$ cat src/rtl/frame_packer_pkg.sv
// Shared constants and framer state type for the frame_packer slice.
package frame_packer_pkg;

  localparam logic [7:0] HDR0_BYTE = 8'hAA;
  localparam logic [7:0] HDR1_BYTE = 8'h55;

  typedef enum logic [2:0] {
    ST_IDLE,
    ST_HDR0,
    ST_HDR1,
    ST_LEN,
    ST_PAY,
    ST_CHK,
    ST_GAP
  } state_t;

endpackage

$ cat src/rtl/frame_packer_payload_fifo.sv
// Payload byte FIFO, first-word-fall-through: dout always shows the head entry.
module payload_fifo #(
  parameter  int DEPTH = 16,
  localparam int AW    = $clog2(DEPTH),
  localparam int CW    = $clog2(DEPTH) + 1
) (
  input  logic          clk,
  input  logic          rst_n,
  input  logic          push,
  input  logic          pop,
  input  logic [7:0]    din,
  output logic [7:0]    dout,
  output logic [CW-1:0] count,
  output logic          full,
  output logic          empty
);

  logic [7:0]    r_mem [DEPTH];
  logic [AW-1:0] r_rd;
  logic [AW-1:0] r_wr;
  logic [CW-1:0] r_cnt;
  logic          w_do_push;
  logic          w_do_pop;

  assign full      = (r_cnt == CW'(DEPTH));
  assign empty     = (r_cnt == '0);
  assign count     = r_cnt;
  assign dout      = r_mem[r_rd];
  assign w_do_push = push && !full;
  assign w_do_pop  = pop && !empty;

  always_ff @(posedge clk) begin
    if (w_do_push) r_mem[r_wr] <= din;
  end

  // Pointers wrap naturally because DEPTH is a power of two.
  always_ff @(posedge clk or negedge rst_n) begin
    if (!rst_n) begin
      r_rd  <= '0;
      r_wr  <= '0;
      r_cnt <= '0;
    end else begin
      if (w_do_push) r_wr <= r_wr + AW'(1);
      if (w_do_pop)  r_rd <= r_rd + AW'(1);
      case ({w_do_push, w_do_pop})
        2'b10:   r_cnt <= r_cnt + CW'(1);
        2'b01:   r_cnt <= r_cnt - CW'(1);
        default: r_cnt <= r_cnt;
      endcase
    end
  end

endmodule

$ cat src/rtl/frame_packer.sv
// Packetiser: buffers payload bytes and emits AA 55 LEN payload CHK as paced byte strobes.
module frame_packer
  import frame_packer_pkg::*;
#(
  parameter int DEPTH    = 16,
  parameter int BYTE_GAP = 544
) (
  input  logic       CLOCK_50M,
  input  logic       RST_n,
  input  logic       Wr_En,
  input  logic [7:0] Wr_Data,
  output logic       Wr_Ready,
  input  logic       Send_Req,
  output logic       Busy,
  output logic       Done,
  output logic       Frame_Start_Sig,
  output logic       Data_Send_Sig,
  output logic [7:0] Data
);

  localparam int CW = $clog2(DEPTH) + 1;
  localparam int GW = $clog2(BYTE_GAP);

  state_t        r_state;
  state_t        w_state_nxt;
  logic [GW-1:0] r_gap;
  logic [CW-1:0] r_len;
  logic [CW-1:0] r_left;
  logic [7:0]    r_sum;
  logic [7:0]    r_data;
  logic          r_busy;
  logic          r_done;
  logic          r_strobe;
  logic          r_fs;

  logic          w_push;
  logic          w_pop;
  logic [7:0]    w_dout;
  logic [CW-1:0] w_count;
  logic [CW-1:0] w_len_now;
  logic          w_full;
  logic          w_empty;
  logic          w_fire;
  logic          w_done;
  logic [7:0]    w_byte;

  assign Wr_Ready        = !r_busy && !w_full;
  assign w_push          = Wr_En && Wr_Ready;
  assign w_len_now       = w_count + CW'(w_push);
  assign Busy            = r_busy;
  assign Done            = r_done;
  assign Frame_Start_Sig = r_fs;
  assign Data_Send_Sig   = r_strobe;
  assign Data            = r_data;

  payload_fifo #(.DEPTH(DEPTH)) u_fifo (
    .clk   (CLOCK_50M),
    .rst_n (RST_n),
    .push  (w_push),
    .pop   (w_pop),
    .din   (Wr_Data),
    .dout  (w_dout),
    .count (w_count),
    .full  (w_full),
    .empty (w_empty)
  );

  always_ff @(posedge CLOCK_50M or negedge RST_n) begin
    if (!RST_n) r_state <= ST_IDLE;
    else        r_state <= w_state_nxt;
  end

  // A byte state fires once its gap count has expired; strobes are registered,
  // so the HDR0 byte appears one edge after the request is accepted.
  always_comb begin
    w_state_nxt = r_state;
    w_byte      = '0;
    w_pop       = 1'b0;
    w_done      = 1'b0;
    w_fire      = (r_state inside {ST_HDR0, ST_HDR1, ST_LEN, ST_PAY, ST_CHK}) && (r_gap == '0);
    case (r_state)
      ST_IDLE: if (Send_Req && (!w_empty || w_push)) w_state_nxt = ST_HDR0;
      ST_HDR0: begin
        w_byte = HDR0_BYTE;
        if (w_fire) w_state_nxt = ST_HDR1;
      end
      ST_HDR1: begin
        w_byte = HDR1_BYTE;
        if (w_fire) w_state_nxt = ST_LEN;
      end
      ST_LEN: begin
        w_byte = 8'(r_len);
        if (w_fire) w_state_nxt = ST_PAY;
      end
      ST_PAY: begin
        w_byte = w_dout;
        w_pop  = w_fire;
        if (w_fire && r_left == CW'(1)) w_state_nxt = ST_CHK;
      end
      ST_CHK: begin
        w_byte = r_sum;
        if (w_fire) w_state_nxt = ST_GAP;
      end
      ST_GAP: begin
        if (r_gap == '0) begin
          w_state_nxt = ST_IDLE;
          w_done      = 1'b1;
        end
      end
      default: w_state_nxt = ST_IDLE;
    endcase
  end

  // LEN is latched at the HDR0 strobe so a write landing in the launch cycle is still counted.
  always_ff @(posedge CLOCK_50M or negedge RST_n) begin
    if (!RST_n) begin
      r_gap    <= '0;
      r_len    <= '0;
      r_left   <= '0;
      r_sum    <= '0;
      r_data   <= '0;
      r_busy   <= 1'b0;
      r_done   <= 1'b0;
      r_strobe <= 1'b0;
      r_fs     <= 1'b0;
    end else begin
      r_strobe <= w_fire;
      r_fs     <= w_fire && (r_state == ST_HDR0);
      r_done   <= w_done;
      if (w_fire) begin
        r_data <= w_byte;
        r_gap  <= GW'(BYTE_GAP - 1);
      end else if (r_gap != '0) begin
        r_gap <= r_gap - GW'(1);
      end
      if (w_fire && r_state == ST_HDR0) begin
        r_busy <= 1'b1;
        r_len  <= w_len_now;
        r_sum  <= 8'(w_len_now);
      end
      if (w_done) r_busy <= 1'b0;
      if (w_fire && r_state == ST_LEN) r_left <= r_len;
      if (w_pop) begin
        r_left <= r_left - CW'(1);
        r_sum  <= r_sum + w_dout;
      end
    end
  end

endmodule
$ cat config.mk
export PLATFORM = sky130hd
export DESIGN_NAME = frame_packer
export DESIGN_NICKNAME = d
export VERILOG_FILES = /design/src/rtl/frame_packer_pkg.sv /design/src/rtl/frame_packer_payload_fifo.sv /design/src/rtl/frame_packer.sv
export SDC_FILE = /design/constraint.sdc
export NUM_CORES = 1
export LEC_CHECK = 0
export BUFFER_PORTS_ARGS = -buffer_cell sky130_fd_sc_hd__buf_4
export CELL_PAD_IN_SITES_DETAIL_PLACEMENT = 1
export CELL_PAD_IN_SITES_GLOBAL_PLACEMENT = 1
export CORE_MARGIN = 3
export CORE_UTILIZATION = 55
export CTS_BUF_LIST = sky130_fd_sc_hd__clkbuf_16
export DETAILED_ROUTE_END_ITERATION = 16
export PLACE_DENSITY_LB_ADDON = 0.1
export SLEW_MARGIN = 20
export SYNTH_ARGS = -nofsm -noshare
export SYNTH_HDL_FRONTEND = slang
export SYNTH_SLANG_ARGS = --single-unit
$ cat constraint.sdc
create_clock -name CLOCK_50M -period 7.2 [get_ports CLOCK_50M]
set_clock_uncertainty 0.15 [all_clocks]
set_input_delay 0.36 -clock CLOCK_50M [delete_from_list [all_inputs] [get_ports CLOCK_50M]]
set_output_delay 0.36 -clock CLOCK_50M [all_outputs]
set_load 0.05 [all_outputs]
# Word-level counts from Yosys, hierarchy flattened
# Memory sizes are Yosys's and may differ from the RTL's.
# Cells that the tools add are included.
# word_totals
n_memories	1
out_inout_bits	13
wordCells	86
regBits	56
ram_bits	128
# classes
n_mux	23
n_eq_ne	17
n_reduce_logical	24
n_addsub	8
# memory_table
name	depth	word_bits	read_ports	rd_ports_with_merged_regs	write_ports	line	text
u_fifo.r_mem	16	8	1	0	1	frame_packer_payload_fifo.sv:18	logic [7:0] r_mem [DEPTH];
# op_table
cell	n
one-hot mux 8 bit (5 select lines)	1
2-to-1 mux 3 bit	7
one-hot mux 3 bit (7 select lines)	1
2-to-1 mux 10 bit	2
2-to-1 mux 8 bit	2
!= test 2 bit (second input constant)	6
zero test 10 bit	1
2-to-1 mux 5 bit	2
one-hot mux 5 bit (2 select lines)	1
nonzero test 10 bit	1
nonzero test 2 bit	5
subtractor 10 x 1 -> 10 bit (second input constant)	1
subtractor 5 x 1 -> 5 bit (second input constant)	2
== test 3 bit (second input constant)	3
logical AND 1 bit	9
adder 4 x 1 -> 4 bit (second input constant)	2
adder 8 bit	1
2-to-1 mux 1 bit	7
AND reduction 7 bit	1
== test 3 x 2 -> 1 bit (second input constant)	2
adder 5 x 1 -> 5 bit	1
adder 5 x 1 -> 5 bit (second input constant)	1
== test 5 x 1 -> 1 bit (second input constant)	1
== test 5 bit (second input constant)	1
other kinds (9)	11

# Logic depth before layout (Yosys ltp)
# Gate-level depths: netlist (run 1).
# depth
ltp_word	8
mapped_depth	16
ltp_nobuf	15

# By module
# A second synthesis (run 1) with hierarchy kept.
# unflattened
cells_unflattened	606
hier_area_um2	8345.5
# modules_own_cells
mod	cells_per_inst	area_each_um2	n_inst	seq_area_each_um2
payload_fifo	332	5779.3	1	4169.0
frame_packer	274	2566.2	1	1076.0

# Least setup slack after synthesis (run 1)
# No wires, ideal clock.
# synth_path
path_kind	register -> register
start	register r_gap[3]
end	register u_fifo.r_cnt[4] (netlist: u_fifo.count[4])
path_slack_ns	3.481
stages_incl_launch_ff	16
period_less_slack_ns	3.719
path_buffers	2
t_arrival_ns	3.445
setup_ns	0.124
path_cell_list	dfrtp_1 > or4_1 > clkbuf_1 > nor4_4 > nand2_1 > nor2_1 > ha_1 > clkbuf_1 > xor2_1 > ha_1 > o21a_1 > o22a_1 > a21oi_1 > xor2_1 > nor2_1 > xnor2_1
# synth_via
elab_chain_len	6
elab_cells_between_ends	8
# synth_rtl
item	line	text
from (decl)	frame_packer.sv:26	logic [GW-1:0] r_gap;
from (signal assigned)	frame_packer.sv:132	r_gap <= GW'(BYTE_GAP - 1);
from (signal assigned)	frame_packer.sv:134	r_gap <= r_gap - GW'(1);
zero test 10 bit (*)	frame_packer.sv:80	w_fire = (r_state inside {ST_HDR0, ST_HDR1, ST_LEN, ST_PAY, ST_CHK}) && (r_gap == '0);
logical AND 1 bit (*)	frame_packer.sv:80	
2-to-1 mux 1 bit (*)	frame_packer.sv:81	case (r_state)
logical AND 1 bit (*)	frame_packer_payload_fifo.sv:30	assign w_do_pop = pop && !empty;
via u_fifo.w_do_pop	frame_packer_payload_fifo.sv:23	logic w_do_pop;
== test 2 x 1 -> 1 bit / == test 2 bit (equally long branches)	frame_packer_payload_fifo.sv:45	case ({w_do_push, w_do_pop})
one-hot mux 5 bit (2 select lines) / nonzero test 2 bit (equally long branches)	n/a	
to (signal assigned)	frame_packer_payload_fifo.sv:46	2'b10: r_cnt <= r_cnt + CW'(1);
to (signal assigned)	frame_packer_payload_fifo.sv:47	2'b01: r_cnt <= r_cnt - CW'(1);
to (signal assigned)	frame_packer_payload_fifo.sv:48	default: r_cnt <= r_cnt;
to (decl)	frame_packer_payload_fifo.sv:21	logic [CW-1:0] r_cnt;
# Mark *: on every way through the listed nets, which the timed path passes. The rest lies on a longest branch.
# A chain may end at the register's enable or synchronous reset.

# Worst setup path after layout (run 1)
# layout_path
start	register r_state[2]
end	register u_fifo.r_cnt[4] (netlist: u_fifo.count[4])
# layout_via
elab_chain_len	7
elab_cells_between_ends	13
# layout_rtl
item	line	text
from (decl)	frame_packer.sv:24	state_t r_state;
from (signal assigned)	frame_packer.sv:70	else r_state <= w_state_nxt;
== test 3 x 1 -> 1 bit, or another cell as far along	frame_packer.sv:80	
nonzero test 5 bit	frame_packer.sv:80	
logical AND 1 bit	frame_packer.sv:80	
2-to-1 mux 1 bit (*)	frame_packer.sv:81	
logical AND 1 bit (*)	frame_packer_payload_fifo.sv:30	
via u_fifo.w_do_pop	frame_packer_payload_fifo.sv:23	
== test 2 x 1 -> 1 bit / == test 2 bit (equally long branches)	frame_packer_payload_fifo.sv:45	
one-hot mux 5 bit (2 select lines) / nonzero test 2 bit (equally long branches)	n/a	
# Marked as above.

==> impl_metrics.env, run 1 <==
export IMPL_run_status="finished, final reports clean"
export IMPL_switchingPower_uw=810.4
export IMPL_critPathCaptureType="register"
export IMPL_io_buffers=24
export IMPL_tightest_slew_ps=949.9
export IMPL_cts_sinks=184
export IMPL_grt_pass1_wl_mm=29.67
export IMPL_cts_resized=0
export IMPL_fmax_mhz=224.0
export IMPL_reg2reg_depth=13
export IMPL_netlist_cell_type_count=53
export IMPL_grt_max_degree=57
export IMPL_timing_rr_end="u_fifo.count[4]"
export IMPL_drc=0
export IMPL_fin_area_um2=9067
export IMPL_syn_nets=590
export IMPL_cp_common_cell="nor2_1"
export IMPL_drv_slew=0
export IMPL_clk_latency_ps=440
export IMPL_drt_pass1_iterations=4
export IMPL_ctsHtreeMaxLevel=4
export IMPL_p_total_mw=2.649
export IMPL_critPathMaxStageDelay_ps=690
export IMPL_cts_root_buffer="clkbuf_16"
export IMPL_synth_top_area_share_pct=47.20
export IMPL_cellLeakagePower_nw=3.363
export IMPL_p_per_area_nw_per_um2=292.2
export IMPL_viasPerCell=6.204
export IMPL_clk_path_buf_depth=2
export IMPL_post_place_ws_ps=2798
export IMPL_min_to="u_fifo.r_mem[3][3]"
export IMPL_start_util_pct=57.33
export IMPL_critical_path_class="reg -> reg"
export IMPL_syn2layout_area_growth_pct=11.36
export IMPL_worstPathRequired_ps=7360
export IMPL_max_slew_margin_pct=36.44
export IMPL_antenna_found_initial=0
export IMPL_tns_ps=0
export IMPL_synth_top_area_cell="edfxtp_1"
export IMPL_vias=4783
export IMPL_cts_buffers=17
export IMPL_drt_first_iter_violations=428
export IMPL_overflow=0
export IMPL_max_cap_violations=0
export IMPL_synthCells=555
export IMPL_die_area_um2=16300
export IMPL_wire_per_inst_um=23.75
export IMPL_hold_class="in -> reg"
export IMPL_finalWorstSetupSlack_ps=2735
export IMPL_path_clk_slew_ps=70
export IMPL_cts_tree="built"
export IMPL_start_kind="register"
export IMPL_regArea_um2=5246
export IMPL_post_cts_buffers=0
export IMPL_fill_cells=1300
export IMPL_hold_viol_final=0
export IMPL_yosysMostFrequentCell="edfxtp_1"
export IMPL_synthTopCellsByArea="edfxtp_1, dfrtp_1, mux4_2"
export IMPL_finalCritPeriodShare_pct=62.01
export IMPL_yosys_warnings=0
export IMPL_p_int_mw=1.839
export IMPL_synth_edff_count=128
export IMPL_track_usage_pct=24.38
export IMPL_cpMaxStageDelayCell="dfrtp_1"
export IMPL_fin_nets=613
export IMPL_ys_top_cells_by_count="edfxtp_1, dfrtp_1, mux4_2, nor2_1"
export IMPL_place_area_um2=8489
export IMPL_coreArea_um2=14200
export IMPL_swShare_pct=30.59
export IMPL_gp_congestion=0.7926
export IMPL_dieHeight_um=127.7
export IMPL_dpl_hpwl_mm=12.02
export IMPL_async_reset_ff_share_pct=30.43
export IMPL_avgSynthCellArea_um2=14.67
export IMPL_multi_input_area_um2=2710
export IMPL_drive_above_1_share_pct=18.61
export IMPL_ys_dominant_reg_cell="edfxtp_1"
export IMPL_holdCritStartpoint="Wr_Data[3]"
export IMPL_ys_ff_latch=184
export IMPL_r2r_slack_ps=2740
export IMPL_combPwrFrac_pct=16.4
export IMPL_ys_seq_area_share_pct=64.41
export IMPL_ir_drop_mv=0.2170
export IMPL_holdPathStages=1
export IMPL_die_w_um=127.7
export IMPL_seqPwrFrac_pct=49.9
export IMPL_pin_count=25
export IMPL_finalSetupViolations=0
export IMPL_core_rowCount=43
export IMPL_grt_setup_unrepaired="false"
export IMPL_critPathMaxFanout=19
export IMPL_grt_pass1_vias=5183
export IMPL_routed_wirelength_mm=18.31
export IMPL_reg2reg_from="r_state[2]"
export IMPL_worstPathCellList="nand2b_1 > nor2_1 > nand2_1 > nor2_1 > ha_1 > xor2_1 > ha_1 > o21a_1 > o22a_1 > a21oi_1 > xor2_1 > nor2_1 > xnor2_1"
export IMPL_p_clk_share_pct=33.7
export IMPL_postRouteAntennaNets=0
export IMPL_antenna_cells=0
export IMPL_synth_area_um2=8143
export IMPL_hold_buffers=1
export IMPL_period_minus_slack_ps=4465
export IMPL_critPathArrivalTime_ps=4630
export IMPL_final_util_pct=63.84
-- metrics by stage --
stage / instances / hold WS (ps)
6_report: 771 / 80.09
5_1_grt: 771 / 95.25
4_1_cts: 771 / 64.26
3_5_place_dp: 738 / 306.5
3_3_place_gp: 738 / 298.6
2_1_floorplan: 555 / -85.59
-- worst max-delay path: cells and delay by family, from the launching register on --
| family | cells | cell delay, ps |
|---|---|---|
| and+or+nand+nor | 5 | 1880 |
| DFF | 1 | 690 |
| adders and majority gates | 2 | 670 |
| AOI/OAI and AO/OA | 3 | 550 |
| xor gates and xnor gates | 3 | 410 |
-- cells in the final DEF (no fill, tap or decap), types with 4 or more instances in the layout --
master     count
buf_4         31
and2_1         9
nand3_1        6
nor2b_1        4
dfrtp_1       55
nand2_1       36
inv_6          5
o211ai_1       5
nand4_1        4
a21oi_1       23
inv_1         21
xnor2_1       10
nor3_1         7
o21ai_0       36
nor2_1        38
edfxtp_1     128
a21o_1         5
clkbuf_16     17
nor4_1         4
nand2b_1       7
mux4_2        38
ha_1          22
o21a_1         5
mux2_2         4
o22ai_1        4
xor2_1        11
-- routing by layer --
| metal | up-vias | routed length (um) | GRT usage (%) |
|---|---|---|---|
| li1 | 2156 | - | - |
| met1 | 2481 | 7512 | 31.20 |
| met2 | 117 | 9683 | 41.53 |
| met3 | 29 | 680 | 4.792 |
| met4 | 0 | 432 | 9.426 |
| met5 | - | 0 | 0 |
-- final cells by class --
cell class                 count  share of cell area (%)
clock buffer                  17                   4.692
tap                          180                   2.484
sequential                   184                   57.86
clock inverter                15                   1.573
multi-input combinational    323                   29.89
inverter                      20                  0.8279
timing repair buffer          32                   2.677
-- cells by family (layout without fill, tap and decap cells) --
logic type / Yosys count / count (layout) / synth area share [%]
buffers and inverters: 48 / 84 / 2.305
and+or+nand+nor: 135 / 135 / 8.389
AOI/OAI and AO/OA: 99 / 99 / 7.575
xor gates and xnor gates: 21 / 21 / 2.259
adders and majority gates: 23 / 23 / 3.626
DFF: 184 / 184 / 64.41
muxes: 45 / 45 / 11.43
-- registers in the layout (all words and copies together) (netlist names), 3 cells and up --
name / flops
r_gap: 10
r_state: 3
u_fifo.r_rd: 4
Data: 8
u_fifo.count: 5
r_sum: 8
r_len: 5
r_left: 5
u_fifo.r_wr: 4
u_fifo.r_mem: 128
-- worst max path at each step --
stage,startpoint,to,slack (ps),cells past startpoint
after global placement,r_gap[0],u_fifo.count[4],3000,16
after detailed placement,r_gap[1],u_fifo.count[4],2800,16
after floorplan,r_gap[3],u_fifo.count[4],3480,15
after global routing,r_state[2],u_fifo.count[4],2270,13
after CTS,r_gap[1],u_fifo.count[4],2780,16
final,r_state[2],u_fifo.count[4],2740,13
-- power by group through the flow --
stage | logic [mW] | registers, mW | clock network, mW
floorplan | 0.243 | 1.38 | 0
global placement | 0.409 | 1.33 | 0
detailed placement | 0.430 | 1.34 | 0
CTS | 0.440 | 1.32 | 0.907
global route | 0.488 | 1.34 | 0.950
finish | 0.436 | 1.32 | 0.892
Power figures use the tool's default switching activity.
==> run 2: changes to the inputs <==
- ABC_AREA: unset -> 1
- CORE_UTILIZATION: 55 -> 45
- clock period: 7.2 -> 3.9 ns (I/O delays scaled with it)
==> run 2 against run 1 <==
Effect of this change: combinational power grew to 3.8 times the previous value; final cell count is 40% higher; first-iteration DRC count is 9.6% lower; critical path type unchanged; critical endpoint is now r_sum[6].
==> impl_metrics.env, run 2 <==
export IMPL_run_status="finished, final reports clean"
export IMPL_layout_common_cells="edfxtp_1, nand2_1, nor2_1"
export IMPL_drv_slew=0
export IMPL_synthCells=807
export IMPL_critPathMaxFanout=38
export IMPL_die_w_um=143.9
export IMPL_post_cts_buffers=0
export IMPL_cts_sinks=184
export IMPL_dieHeight_um=143.9
export IMPL_critPathArrivalTime_ps=3510
export IMPL_multi_input_area_um2=2811
export IMPL_wire_per_inst_um=20.12
export IMPL_coreArea_um2=18330
export IMPL_grt_pass1_vias=6377
export IMPL_drt_pass1_iterations=4
export IMPL_fin_nets=869
export IMPL_synth_top_area_cell="edfxtp_1"
export IMPL_hold_viol_final=0
export IMPL_hold_buffers=9
export IMPL_start_kind="register"
export IMPL_reg_largest_list="u_fifo.r_mem x128, r_gap x10"
export IMPL_ys_top_cells_by_count="edfxtp_1, nand2_1, nor2_1"
export IMPL_grt_max_degree=83
export IMPL_gp_congestion=0.8406
export IMPL_p_per_area_nw_per_um2=616.1
export IMPL_synth_top_area_share_pct=44.93
export IMPL_yosysMostFrequentCell="edfxtp_1"
export IMPL_ctsHtreeMaxLevel=4
export IMPL_overflow=0
export IMPL_cts_root_buffer="clkbuf_16"
export IMPL_finalSetupViolations=0
export IMPL_synth_edff_count=128
export IMPL_ir_drop_mv=0.3078
export IMPL_worstPathRequired_ps=4070
export IMPL_top_register="u_fifo.r_mem"
export IMPL_clk_latency_ps=440
export IMPL_cts_resized=0
export IMPL_hold_class="in -> reg"
export IMPL_max_cap_violations=0
export IMPL_placed_cells=1035
export IMPL_start_util_pct=46.67
export IMPL_period_minus_slack_ps=3344
export IMPL_postRouteAntennaNets=0
export IMPL_io_buffers=24
export IMPL_drt_first_iter_violations=387
export IMPL_vias=5969
export IMPL_critical_path_class="reg -> reg"
export IMPL_antenna_cells=0
export IMPL_avgSynthCellArea_um2=10.60
export IMPL_synthTopCellsByArea="edfxtp_1, dfrtp_1, nand2_1"
export IMPL_ys_ff_latch=184
export IMPL_viasPerCell=5.547
export IMPL_regArea_um2=5246
export IMPL_drc=0
export IMPL_tns_ps=0
export IMPL_fill_cells=1979
export IMPL_netlist_cell_type_count=43
export IMPL_yosys_warnings=0
export IMPL_tightest_slew_ps=1030
export IMPL_antenna_found_initial=0
export IMPL_track_usage_pct=21.92
export IMPL_fmax_mhz=299.0
export IMPL_syn2layout_area_growth_pct=11.58
export IMPL_synth_area_um2=8556
export IMPL_cellLeakagePower_nw=3.761
export IMPL_dpl_hpwl_mm=14.68
export IMPL_core_rowCount=49
export IMPL_clk_path_buf_depth=2
export IMPL_drive_above_1_share_pct=12.04
export IMPL_async_reset_ff_share_pct=30.43
export IMPL_pin_count=25
export IMPL_final_common_cell="edfxtp_1"
export IMPL_fin_cells=1076
export IMPL_grt_pass1_wl_mm=34.67
export IMPL_finalCritPeriodShare_pct=85.75
export IMPL_routed_wirelength_mm=21.65
export IMPL_ys_dominant_reg_cell="edfxtp_1"
export IMPL_cts_tree="built"
export IMPL_path_clk_slew_ps=70
export IMPL_max_slew_margin_pct=31.10
export IMPL_cts_buffers=17
export IMPL_syn_nets=842
export IMPL_die_area_um2=20700
export IMPL_ys_seq_area_share_pct=61.30
export IMPL_critPathCaptureType="register"
export IMPL_largest_reg_flops=128
export IMPL_grt_setup_unrepaired="false"
[run 2: power by group]
| group | leakage [nW] | switching, mW | total (mW) | internal, mW |
|---|---|---|---|---|
| Sequential | 1.86 | 0.224 | 2.60 | 2.38 |
| Clock | 0.263 | 0.764 | 1.64 | 0.879 |
| Combinational | 1.64 | 1.10 | 1.64 | 0.535 |
[run 2: per-layer routing]
metal / track usage [%] / vias to the layer above / share of wire [%]
li1: - / 2815 / -
met1: 30.73 / 3030 / 47
met2: 35.15 / 104 / 49
met3: 4.759 / 20 / 3.3
met4: 5.253 / 0 / 1.1
met5: 0 / - / 0
[run 2: cells by family (layout without fill, tap and decap cells)]
kind of cell               Yosys count  count (layout)  synth area share [%]
AOI/OAI and AO/OA                  160             160                 11.52
and+or+nand+nor                    301             301                 15.43
DFF                                184             184                 61.30
xor gates and xnor gates            24              24                 2.457
adders and majority gates           23              23                 3.451
buffers and inverters              115             155                 5.835
[run 2: stage by stage]
step | setup WS [ps] | power (mW) | util [%] | instance area, um^2 | hold slack [ps]
floorplan | 1097 | 3.781 | - | 8556 | -250.6
global placement | 703.2 | 4.182 | 48.56 | 8902 | 160.3
detailed placement | 572.3 | 4.261 | 48.56 | 8902 | 172.1
CTS | 561.6 | 5.923 | 52.08 | 9547 | 32.07
global route | 294.1 | 6.244 | 52.08 | 9547 | 65.61
finish | 555.7 | 5.882 | 52.08 | 9547 | 33.62
[run 2: worst paths after layout]
kind / from / end / slack (ps) / cells past startpoint
max: u_fifo.r_rd[1] / r_sum[6] / 560 / 17
min: Send_Req / r_state[0] / 30 / 5
max reg2reg: u_fifo.r_rd[1] / r_sum[6] / 560 / 17
min reg2reg: r_gap[7] / r_gap[7] / 320 / 1
max in group asynchronous: RST_n / u_fifo.r_rd[0] / 2830 / 2
min in group asynchronous: RST_n / r_sum[7] / 220 / 2
[run 2: cell type report]
| type | instances | area share [%] |
|---|---|---|
| inverters | 84 | 3.355 |
| well taps | 229 | 3.001 |
| flip-flops and latches | 184 | 54.95 |
| multi-input cells | 508 | 29.45 |
| clock buffers | 17 | 4.456 |
| clock inverters | 15 | 1.350 |
| repair buffers | 39 | 3.434 |
[run 2: critical path: stages, from the launching register on]
cell and delay [ps]:
dfrtp_1 330, buf_4 370, clkinv_1 510, o211ai_1 270, o211ai_1 120, nand3_1 150, nand2_1 120, ha_1 210
inv_1 80, fa_1 210, nand3b_1 120, nand2_1 60, nand2_1 80, nand2_1 50, a21oi_1 160, nand2_1 70
nand2_1 60, o22ai_1 60
==> run 3: changes to the inputs <==
- GPL_TIMING_DRIVEN: unset -> 0
==> run 3 against run 2 <==
Effect of this change: final cell count is 2.1% higher; critical path depth stayed put; clock power is 4% higher; flip-flop and latch count stayed put; sequential power hardly changed; worst setup slack worse by 390 ps; highest routed layer unchanged; clock-buffer cell count stayed put; global-route usage is 1.6 points higher; core utilization is 0.78 points higher; sequential share of layout area is 0.83 points lower; via count is 1.5% higher.
==> impl_metrics.env, run 3 (synthesis gave the netlist of run 2 again) <==
export IMPL_fmax_mhz=267.8
export IMPL_timing_hold_ws_ps=33.94
export IMPL_critical_path_class="reg -> reg"
export IMPL_cp_common_cell="nand2_1"
export IMPL_vias=6060
export IMPL_period_minus_slack_ps=3734
export IMPL_worstPathRequired_ps=4100
export IMPL_layout_common_cells="edfxtp_1, nand2_1, nor2_1"
export IMPL_pin_count=25
export IMPL_cp_startpoint="u_fifo.r_rd[0]"
export IMPL_reg2reg_depth=17
export IMPL_p_total_mw=5.987
export IMPL_hold_buffers=9
export IMPL_dieHeight_um=143.9
export IMPL_critPathMaxStageDelay_ps=570
export IMPL_holdPathStages=4
export IMPL_start_util_pct=46.67
export IMPL_viasPerCell=5.514
export IMPL_cts_buffers=17
export IMPL_wire_per_inst_um=21.06
export IMPL_drt_first_iter_violations=448
export IMPL_grt_pass1_vias=6214
export IMPL_die_w_um=143.9
export IMPL_clk_latency_ps=440
export IMPL_p_per_area_nw_per_um2=617.8
export IMPL_ctsHtreeMaxLevel=4
export IMPL_top_register="u_fifo.r_mem"
export IMPL_clk_path_buf_depth=2
export IMPL_track_usage_pct=23.48
export IMPL_overflow=0
export IMPL_critPathArrivalTime_ps=3930
export IMPL_coreArea_um2=18330
export IMPL_finalCritPeriodShare_pct=95.75
export IMPL_antenna_cells=0
export IMPL_final_common_cell="edfxtp_1"
export IMPL_drv_slew=0
export IMPL_io_buffers=24
export IMPL_fill_cells=2002
export IMPL_dpl_hpwl_mm=16.22
export IMPL_max_slew_margin_pct=26.36
export IMPL_grt_setup_unrepaired="false"
export IMPL_drive_above_1_share_pct=13.10
export IMPL_cellLeakagePower_nw=3.841
export IMPL_worstPathCellList="buf_2 > clkbuf_1 > o21ai_0 > o211ai_1 > nand3_1 > nand2_1 > ha_1 > inv_1 > fa_1 > nand3b_1 > nand2_1 > nand2_1 > nand2_1 > a21oi_1 > nand2_1 > nand2_1 > o22ai_1"
export IMPL_cts_sinks=184
export IMPL_cts_tree="built"
export IMPL_critPathCaptureType="register"
export IMPL_final_util_pct=52.86
export IMPL_seqPwrFrac_pct=43.2
export IMPL_reg_largest_list="u_fifo.r_mem x128, r_gap x10"
export IMPL_reg2reg_from="u_fifo.r_rd[0]"
export IMPL_switchingPower_mw=2.111
export IMPL_finalSetupViolations=0
export IMPL_path_clk_slew_ps=70
export IMPL_largest_reg_flops=128
export IMPL_holdCritStartpoint="Wr_En"
export IMPL_p_int_mw=3.876
export IMPL_tightest_slew_ps=1101
export IMPL_combPwrFrac_pct=28.3
export IMPL_core_rowCount=49
export IMPL_start_kind="register"
export IMPL_ir_drop_mv=0.3484
export IMPL_tns_ps=0
export IMPL_grt_pass1_wl_mm=35.98
export IMPL_syn2layout_area_growth_pct=13.26
export IMPL_post_cts_buffers=0
export IMPL_p_clk_share_pct=28.6
export IMPL_drt_pass1_iterations=5
export IMPL_hold_viol_final=0
export IMPL_cts_resized=0
export IMPL_cts_root_buffer="clkbuf_16"
export IMPL_grt_max_degree=57
export IMPL_gp_congestion=0.8553
export IMPL_routed_wirelength_mm=23.14
export IMPL_die_area_um2=20700
export IMPL_postRouteAntennaNets=0
export IMPL_drc=0
export IMPL_swShare_pct=35.26
export IMPL_max_cap_violations=0
export IMPL_run_status="finished, final reports clean"
export IMPL_fin_nets=894
export IMPL_hold_class="in -> reg"
export IMPL_critPathMaxFanout=10
export IMPL_cpMaxStageDelayCell="clkbuf_1"
export IMPL_antenna_found_initial=0
run 3: power by group through the flow:
stage | Clock, mW | Combinational [mW] | Sequential, mW
detailed placement | 0 | 1.68 | 2.63
floorplan | 0 | 1.05 | 2.73
CTS | 1.74 | 1.70 | 2.59
global route | 1.82 | 1.88 | 2.62
global placement | 0 | 1.62 | 2.61
finish | 1.71 | 1.69 | 2.59
run 3: area by class of cell:
type	count	area [um^2]	area share, %
sequential	184	5245	54.13
multi-input combinational	508	2816	29.06
clock buffer	17	425.4	4.390
inverter	84	320.3	3.305
tap	229	286.5	2.957
timing repair buffer	33	270.3	2.789
buffer	31	178.9	1.846
clock inverter	13	147.6	1.524
run 3: metrics by stage:
step                std cells  instance area, um^2  worst slack (ps)
finish                   1099                 9691             165.9
global route             1099                 9691             45.46
CTS                      1099                 9686             257.1
detailed placement       1060                 9022             302.7
global placement         1060                 9022             425.9
floorplan                 807                 8556              1097
run 3: critical path: cells and delay by family, from the launching register on:
family	cells	cell delay (ps)
buffers and inverters	3	880
AOI/OAI and AO/OA	4	820
adders and majority gates	2	610
DFF	1	350
and+or+nand+nor	8	850
run 3: path summary, 6_finish.rpt:
| check | slack (ps) | end |
|---|---|---|
| min in group asynchronous | 210 | r_gap[6] |
| min | 30 | u_fifo.r_wr[3] |
| max in group asynchronous | 2880 | u_fifo.r_rd[0] |
| max reg2reg | 170 | r_sum[6] |
| min reg2reg | 330 | r_gap[7] |
| max | 170 | r_sum[6] |
run 3: per-layer routing:
| layer | track usage, % | vias up | part of all wire (%) |
|---|---|---|---|
| met1 | 34.56 | 3034 | 48 |
| met2 | 35.79 | 126 | 46 |
| met4 | 6.541 | 0 | 1.7 |
| met3 | 4.526 | 27 | 4.6 |
| met5 | 0 | - | 0 |
| li1 | - | 2873 | - |
